===== src/rtl/multicycle_ctrl.sv =====
// Main control FSM for the multicycle RV32I core: sequences the shared datapath
// over several cycles per instruction, with a memory-ready handshake on every access.
module multicycle_ctrl (
  input  logic       clk,
  input  logic       reset,
  input  logic [6:0] op,
  input  logic       Zero,
  input  logic       MemReady,
  output logic       PCWrite,
  output logic       AdrSrc,
  output logic       MemWrite,
  output logic       IRWrite,
  output logic [1:0] ResultSrc,
  output logic [1:0] ALUSrcA,
  output logic [1:0] ALUSrcB,
  output logic [1:0] ALUOp,
  output logic [1:0] ImmSrc,
  output logic       RegWrite,
  output logic       InstrDone,
  output logic       IllegalOp
);

  localparam logic [6:0] OP_LW   = 7'b0000011;
  localparam logic [6:0] OP_SW   = 7'b0100011;
  localparam logic [6:0] OP_R    = 7'b0110011;
  localparam logic [6:0] OP_I    = 7'b0010011;
  localparam logic [6:0] OP_BEQ  = 7'b1100011;
  localparam logic [6:0] OP_JAL  = 7'b1101111;
  localparam logic [6:0] OP_JALR = 7'b1100111;

  typedef enum logic [3:0] {
    FETCH, DECODE, MEMADR, MEMREAD, MEMWB, MEMWRITE,
    EXECR, EXECI, ALUWB, BEQ, JAL, JALR1, JALR2
  } state_t;

  state_t state;
  state_t cur;
  logic   pc_update, branch, ir_write, mem_write, reg_write, done, illegal;

  always_ff @(posedge clk) begin
    if (reset) begin
      state <= FETCH;
    end else begin
      case (state)
        FETCH:    if (MemReady) state <= DECODE;
        DECODE: begin
          case (op)
            OP_LW, OP_SW: state <= MEMADR;
            OP_R:         state <= EXECR;
            OP_I:         state <= EXECI;
            OP_BEQ:       state <= BEQ;
            OP_JAL:       state <= JAL;
            OP_JALR:      state <= JALR1;
            default:      state <= FETCH;
          endcase
        end
        MEMADR:   state <= (op == OP_LW) ? MEMREAD : MEMWRITE;
        MEMREAD:  if (MemReady) state <= MEMWB;
        MEMWB:    state <= FETCH;
        MEMWRITE: if (MemReady) state <= FETCH;
        EXECR:    state <= ALUWB;
        EXECI:    state <= ALUWB;
        ALUWB:    state <= FETCH;
        BEQ:      state <= FETCH;
        JAL:      state <= ALUWB;
        JALR1:    state <= JALR2;
        JALR2:    state <= ALUWB;
        default:  state <= FETCH;
      endcase
    end
  end

  always_comb begin
    case (op)
      OP_SW:   ImmSrc = 2'b01;
      OP_BEQ:  ImmSrc = 2'b10;
      OP_JAL:  ImmSrc = 2'b11;
      default: ImmSrc = 2'b00;
    endcase
  end

  // While reset is held the decode behaves as FETCH, and every strobe is masked below.
  always_comb begin
    cur       = reset ? FETCH : state;
    pc_update = 1'b0;
    branch    = 1'b0;
    ir_write  = 1'b0;
    mem_write = 1'b0;
    reg_write = 1'b0;
    done      = 1'b0;
    illegal   = 1'b0;
    AdrSrc    = 1'b0;
    ResultSrc = 2'b00;
    ALUSrcA   = 2'b00;
    ALUSrcB   = 2'b00;
    ALUOp     = 2'b00;
    case (cur)
      FETCH: begin
        ir_write  = MemReady;
        pc_update = MemReady;
        ALUSrcB   = 2'b10;
        ResultSrc = 2'b10;
      end
      DECODE: begin
        ALUSrcA = 2'b01;
        ALUSrcB = 2'b01;
        if (!(op inside {OP_LW, OP_SW, OP_R, OP_I, OP_BEQ, OP_JAL, OP_JALR})) begin
          illegal = 1'b1;
          done    = 1'b1;
        end
      end
      MEMADR, JALR1: begin
        ALUSrcA = 2'b10;
        ALUSrcB = 2'b01;
      end
      MEMREAD: AdrSrc = 1'b1;
      MEMWB: begin
        ResultSrc = 2'b01;
        reg_write = 1'b1;
        done      = 1'b1;
      end
      MEMWRITE: begin
        AdrSrc    = 1'b1;
        mem_write = 1'b1;
        done      = MemReady;
      end
      EXECR: begin
        ALUSrcA = 2'b10;
        ALUOp   = 2'b10;
      end
      EXECI: begin
        ALUSrcA = 2'b10;
        ALUSrcB = 2'b01;
        ALUOp   = 2'b10;
      end
      ALUWB: begin
        reg_write = 1'b1;
        done      = 1'b1;
      end
      BEQ: begin
        ALUSrcA = 2'b10;
        ALUOp   = 2'b01;
        branch  = 1'b1;
        done    = 1'b1;
      end
      JAL, JALR2: begin
        ALUSrcA   = 2'b01;
        ALUSrcB   = 2'b10;
        pc_update = 1'b1;
      end
      default: ;
    endcase
    PCWrite   = !reset && (pc_update || (branch && Zero));
    IRWrite   = !reset && ir_write;
    MemWrite  = !reset && mem_write;
    RegWrite  = !reset && reg_write;
    InstrDone = !reset && done;
    IllegalOp = !reset && illegal;
  end

endmodule


===== config.mk =====
export PLATFORM = sky130hd
export DESIGN_NAME = multicycle_ctrl
export DESIGN_NICKNAME = d
export VERILOG_FILES = /design/src/rtl/multicycle_ctrl.sv
export SDC_FILE = /design/constraint.sdc
export NUM_CORES = 1
export LEC_CHECK = 0
export CAP_MARGIN = 20
export CELL_PAD_IN_SITES_DETAIL_PLACEMENT = 1
export CELL_PAD_IN_SITES_GLOBAL_PLACEMENT = 2
export CORE_MARGIN = 5
export CORE_UTILIZATION = 19
export DETAILED_ROUTE_END_ITERATION = 10
export PLACE_DENSITY_LB_ADDON = 0.1
export SYNTH_ARGS = -nofsm -noshare
export SYNTH_HDL_FRONTEND = slang
export SYNTH_SLANG_ARGS = --single-unit

===== constraint.sdc =====
create_clock -name clk -period 1.3 [get_ports clk]
set_input_delay 0.26 -clock clk [delete_from_list [all_inputs] [get_ports clk]]
set_output_delay 0.26 -clock clk [all_outputs]
set_load 0.1 [all_outputs]

==> results of run 1 <==
-- worst max-delay path, stage by stage, from the launching register on --
cell      delay [ns]
dfxtp_4         0.43
buf_6           0.15
nand2b_4        0.06
buf_6           0.11
o22a_1          0.23
nor2_4          0.14
buf_12          0.18
-- cell type report --
class / instances / area [um2]
fill: 393 / 1336
timing repair buffer: 106 / 1155
multi-input combinational: 90 / 964.7
sequential: 4 / 95.09
tap: 48 / 60.06
clock buffer: 3 / 41.29
inverter: 7 / 36.28
-- power by group --
group	internal [mW]	switching, mW	total [mW]	leakage (nW)
logic	0.262	0.309	0.570	0.891
clock network	0.200	0.0887	0.288	0.0216
registers	0.121	0.00573	0.126	0.0355
total	0.582	0.403	0.985	0.948
-- path summary, 6_finish.rpt --
kind | startpoint | slack, ns | endpoint | cells past startpoint
worst min-delay path | op[4] | 0.50 | state[1]$_SDFFE_PP0P_ | 5
worst max-delay path | state[1]$_SDFFE_PP0P_ | -0.49 | ALUSrcB[0] | 6
worst max register to register | state[1]$_SDFFE_PP0P_ | -0.31 | state[1]$_SDFFE_PP0P_ | 5
worst min register to register | state[3]$_SDFFE_PP0P_ | 0.76 | state[1]$_SDFFE_PP0P_ | 5
-- stage by stage --
step                      power, mW  instances  instance area (um2)  hold WS (ns)  setup slack, ns
after floorplan              0.3988        112                962.2        0.5070          -0.6138
after global placement       0.5952        237                 1815        0.7598          -0.6670
after detailed placement     0.6020        237                 1815        0.7766          -0.7098
after CTS                    0.9619        255                 2280        0.5270          -0.4821
after global routing          1.023        258                 2352        0.5295          -0.5400
final                        0.9850        258                 2352        0.5019          -0.4877
-- kinds of logic (layout without fill, tap and decap cells) --
family / Yosys count / after routing / share of synthesized area
DFF: 4 / 4 / 0.1105
AOI/OAI and AO/OA: 36 / 36 / 0.3696
xor gates and xnor gates: 2 / 2 / 0.02418
and+or+nand+nor: 51 / 51 / 0.3662
muxes: 1 / 1 / 0.01382
buffers and inverters: 18 / 116 / 0.1157
-- cell usage in the layout, fill, tap and decap left out, types with 2 or more instances in the layout --
cell	count
a21o_4	2
nor3_4	4
o41ai_1	2
clkdlybuf4s50_1	2
nor2_1	7
clkbuf_8	3
a21oi_1	3
inv_1	3
nand2b_4	2
nand4_1	3
a21oi_2	3
xnor2_4	2
o211ai_1	2
buf_8	3
nor4_4	3
dfxtp_4	4
buf_6	28
inv_2	2
nor2_2	2
nor2_4	7
a21oi_4	2
a21o_1	2
nand2_1	6
a221oi_2	2
and3_4	4
buf_12	18
buf_4	53
nor3_2	2
-- routing by layer --
metal	track usage	vias up	wire, um
met2	0.3214	33	2417
met1	0.2407	642	2179
met4	0.06889	0	129
met5	0	-	0
met3	0.02945	14	143
li1	-	619	-
-- timing repair --
action | CTS | global route
pin swaps | 21 | 13
buffers inserted | 17 | 3
gates resized for setup | 114 | 9
setup endpoints to repair | 21 | 21
hold endpoints to repair | 0 | 0
==> results.json, run 1 <==
{
  "via_count": 1308,
  "dpl.hpwl_um": 3048,
  "htreeDepth": 1,
  "reg.largest.list": "state x4",
  "drtPass1Iterations": 4,
  "io_pins": 28,
  "detail_route.iter0.violations": 72,
  "powerDensity_mw_per_mm2": 418.7,
  "vias_per_cell": 5.070,
  "drive_above_1_share": 0.7952,
  "wl_per_cell_um": 18.88,
  "violations": "setup timing",
  "start_kind": "register",
  "coreArea_mm2": 0.003689,
  "grt_max_degree": 9,
  "fin_tns_setup_ns": -6.895,
  "end_kind": "output port",
  "cap_viol_max_count": 0,
  "synth_cell_types": 44,
  "synthFlopType": "dfxtp_1",
  "max_clock_freq_ghz": 0.5594,
  "synth_top_area_frac": 0.1105,
  "worstPathMaxFanout": 7,
  "antenna_found_initial": 0,
  "largest_reg_flops": 4,
  "clk_latency_ns": 0.23,
  "p_leak_nw": 0.9483,
  "routed_wirelength_um": 4870,
  "grt_pass1_wl_um": 7728,
  "finalWorstSetupSlack_ns": -0.4877,
  "synthTopCellsByCount": "nor2_1, a21oi_1, nand2_1",
  "fin_crit_ns": 1.788,
  "ir_drop_uv": 227.9,
  "cts-root-buf": "clkbuf_8",
  "overflow": 0,
  "largest-register": "state",
  "track_usage": 0.1896,
  "start_util": 0.1964,
  "hold_viol": 0,
  "dieArea_mm2": 0.005148,
  "syn_inst": 112,
  "area_growth_pct": 224.7,
  "gp_congestion": 0.8954,
  "die_width_um": 71.75,
  "worstMarginPinSlew_ns": 0.3191,
  "setup_viol": 21,
  "cts_tree": "yes",
  "synthTopCellsByArea": "dfxtp_1, nor2_1, a21oi_1",
  "die_y_um": 71.75,
  "synth_top_area_cell": "dfxtp_1",
  "final_util": 0.6377,
  "io_buffers": 27,
  "yosysMostFrequentCell": "nor2_1",
  "clkSinkCount": 4,
  "avgSynthCellArea_um2": 6.468,
  "slew-limit-headroom": 0.7845,
  "clock_skew_ns": 0.002591,
  "synth-seq-cells": 4,
  "arrival_ns": 1.53,
  "ant_nets": 0,
  "status": "complete, but fails checks",
  "post-route-period-util": 1.375,
  "synth_edf_count": 0,
  "final_max_slew_viol_count": 0,
  "drc": 0,
  "path_class": "reg2out",
  "ys.warnings.count": 0,
  "ys_seq_area_frac": 0.1105,
  "required_ns": 1.04,
  "clockBufferDepth": 2,
  "synth_nets": 123,
  "netlist_area_um2": 724.4,
  "nNetsFinal": 223,
  "n_antenna_cell": 0,
  "rows": 22,
  "path_clk_slew_ns": 0.04,
  "grt_pass1_vias": 1534,
  "ctsHoldBuffers": 0,
  "synthArstFlopShare": 0,
  "min-delay-path-class": "in2reg",
  "rsz0062_at_grt": "true",
  "numCtsBuffers": 3
}
No activity file was read; power rests on OpenSTA's default activity.
==> inputs of run 2 (changes only) <==
CORE_UTILIZATION = 20   (was 19)
CTS_BUF_LIST = sky130_fd_sc_hd__clkbuf_2 sky130_fd_sc_hd__clkbuf_4 sky130_fd_sc_hd__clkbuf_8   (was not set)
CTS_CLUSTER_SIZE = 25   (was not set)
==> results.json, run 2 (synthesis results as in run 1) <==
{
  "fin_crit_ns": 1.823,
  "via_count": 1290,
  "io_pins": 28,
  "ir_drop_uv": 188.4,
  "finalWorstSetupSlack_ns": -0.5230,
  "p_leak_nw": 0.8955,
  "antenna_found_initial": 0,
  "rsz0062_at_grt": "true",
  "io_buffers": 27,
  "clkSinkCount": 4,
  "grt_pass1_wl_um": 7852,
  "cap_viol_max_count": 0,
  "required_ns": 1.04,
  "die_width_um": 70.19,
  "drive_above_1_share": 0.7608,
  "final_max_slew_viol_count": 0,
  "coreArea_mm2": 0.003416,
  "mostFrequentLayoutCell": "buf_4",
  "crit_family": "buffers and inverters",
  "dieArea_mm2": 0.004926,
  "fin_tns_setup_ns": -7.686,
  "hold_viol": 0,
  "final_util": 0.6410,
  "area_growth_pct": 202.2,
  "n_antenna_cell": 0,
  "pre_cts_ws_ns": -0.6951,
  "numCtsBuffers": 3,
  "path_clk_slew_ns": 0.04,
  "clockBufferDepth": 2,
  "status": "complete, but fails checks",
  "worstMarginPinSlew_ns": 0.3918,
  "slew-limit-headroom": 0.7354,
  "layoutNonFillerInstCount": 255,
  "reg.largest.list": "state x4",
  "max_clock_freq_ghz": 0.5485,
  "wl_per_cell_um": 19.63,
  "cpMostUsedCell": "nor3_4",
  "worstPathMaxFanout": 8,
  "ant_nets": 0,
  "violations": "setup timing",
  "powerDensity_mw_per_mm2": 399.2,
  "clock_skew_ns": 0.009027,
  "cts_tree": "yes",
  "start_util": 0.2121,
  "dr_wl_met2_um": 2796,
  "die_y_um": 70.19,
  "met1_length_um": 1950,
  "end_kind": "output port",
  "largest_reg_flops": 4,
  "setup_viol": 20,
  "wl_met3_um": 205,
  "dpl.hpwl_um": 2983,
  "path_class": "reg2out",
  "post-route-period-util": 1.402,
  "min-delay-path-class": "in2reg",
  "largest-register": "state",
  "overflow": 0,
  "dpl.cell_count": 227,
  "highest_layer": "met4",
  "drc": 0,
  "cts-root-buf": "clkbuf_4",
  "htreeDepth": 1,
  "slowest_delay_ns": 0.38,
  "track_usage": 0.2018,
  "grt_pass1_vias": 1439,
  "start_kind": "register",
  "grt_max_degree": 12,
  "drtPass1Iterations": 4,
  "clk_latency_ns": 0.26,
  "ctsHoldBuffers": 0,
  "rows": 21,
  "cp_cell_sequence": "buf_4 > nor3_4 > nand2_2 > buf_6 > nor3_4 > buf_12",
  "final_cell_mix": "buf_4, buf_12, buf_6, nor2_4, nand2_1",
  "nNetsFinal": 222,
  "cp.buffers_inverters": 3,
  "gp_congestion": 0.8363,
  "cp_slowest_cell": "dfxtp_4",
  "arrival_ns": 1.56,
  "routed_wirelength_um": 5005,
  "vias_per_cell": 5.059,
  "detail_route.iter0.violations": 87
}
-- run 2: what timing repair did --
item	4_1_cts	5_1_grt
resized for setup	78	17
cloned	0	0
setup buffers	18	9
pin swaps	25	11
endpoints found under the setup margin	21	21
-- run 2: final cells by class --
cell class,instances,area (um2)
Timing Repair Buffer,105,1099
Sequential cell,4,95.09
Tap cell,46,57.56
Fill cell,374,1226
Multi-Input combinational cell,90,882.1
Inverter,7,33.78
Clock buffer,3,22.52
-- run 2: tightest hold or removal path: stages --
cell       delay [ns]
buf_2            0.13
or3b_4           0.23
o2bb2ai_2        0.05
nand3_2          0.06
a221oi_2         0.06
-- run 2: per-layer routing --
metal,vias to the layer above,GRT usage
met5,-,0
met4,0,0.04043
met3,5,0.02582
met2,39,0.3956
met1,634,0.2293
li1,612,-
-- run 2: metrics by stage --
stage	cell area, um2	hold slack [ns]	power [mW]
2_1_floorplan	962.2	0.5070	0.3988
3_3_place_gp	1753	0.6721	0.5928
3_5_place_dp	1753	0.6684	0.6000
4_1_cts	2076	0.5388	0.8395
5_1_grt	2190	0.5865	0.9112
6_report	2190	0.5758	0.8742
-- run 2: report_power, final --
part	total (mW)	switching, mW	internal (mW)
Sequential	0.127	0.00651	0.120
Combinational	0.573	0.308	0.265
Clock	0.175	0.0703	0.105
-- run 2: worst paths after layout --
check                                           start               endpoint  cells after the start  slack, ns
worst max-delay path            state[2]$_SDFFE_PP0P_              IllegalOp                      6      -0.52
worst min-delay path                            op[2]  state[1]$_SDFFE_PP0P_                      5       0.58
worst max register to register  state[1]$_SDFFE_PP0P_  state[1]$_SDFFE_PP0P_                      6      -0.39
worst min register to register  state[3]$_SDFFE_PP0P_  state[1]$_SDFFE_PP0P_                      3       0.76
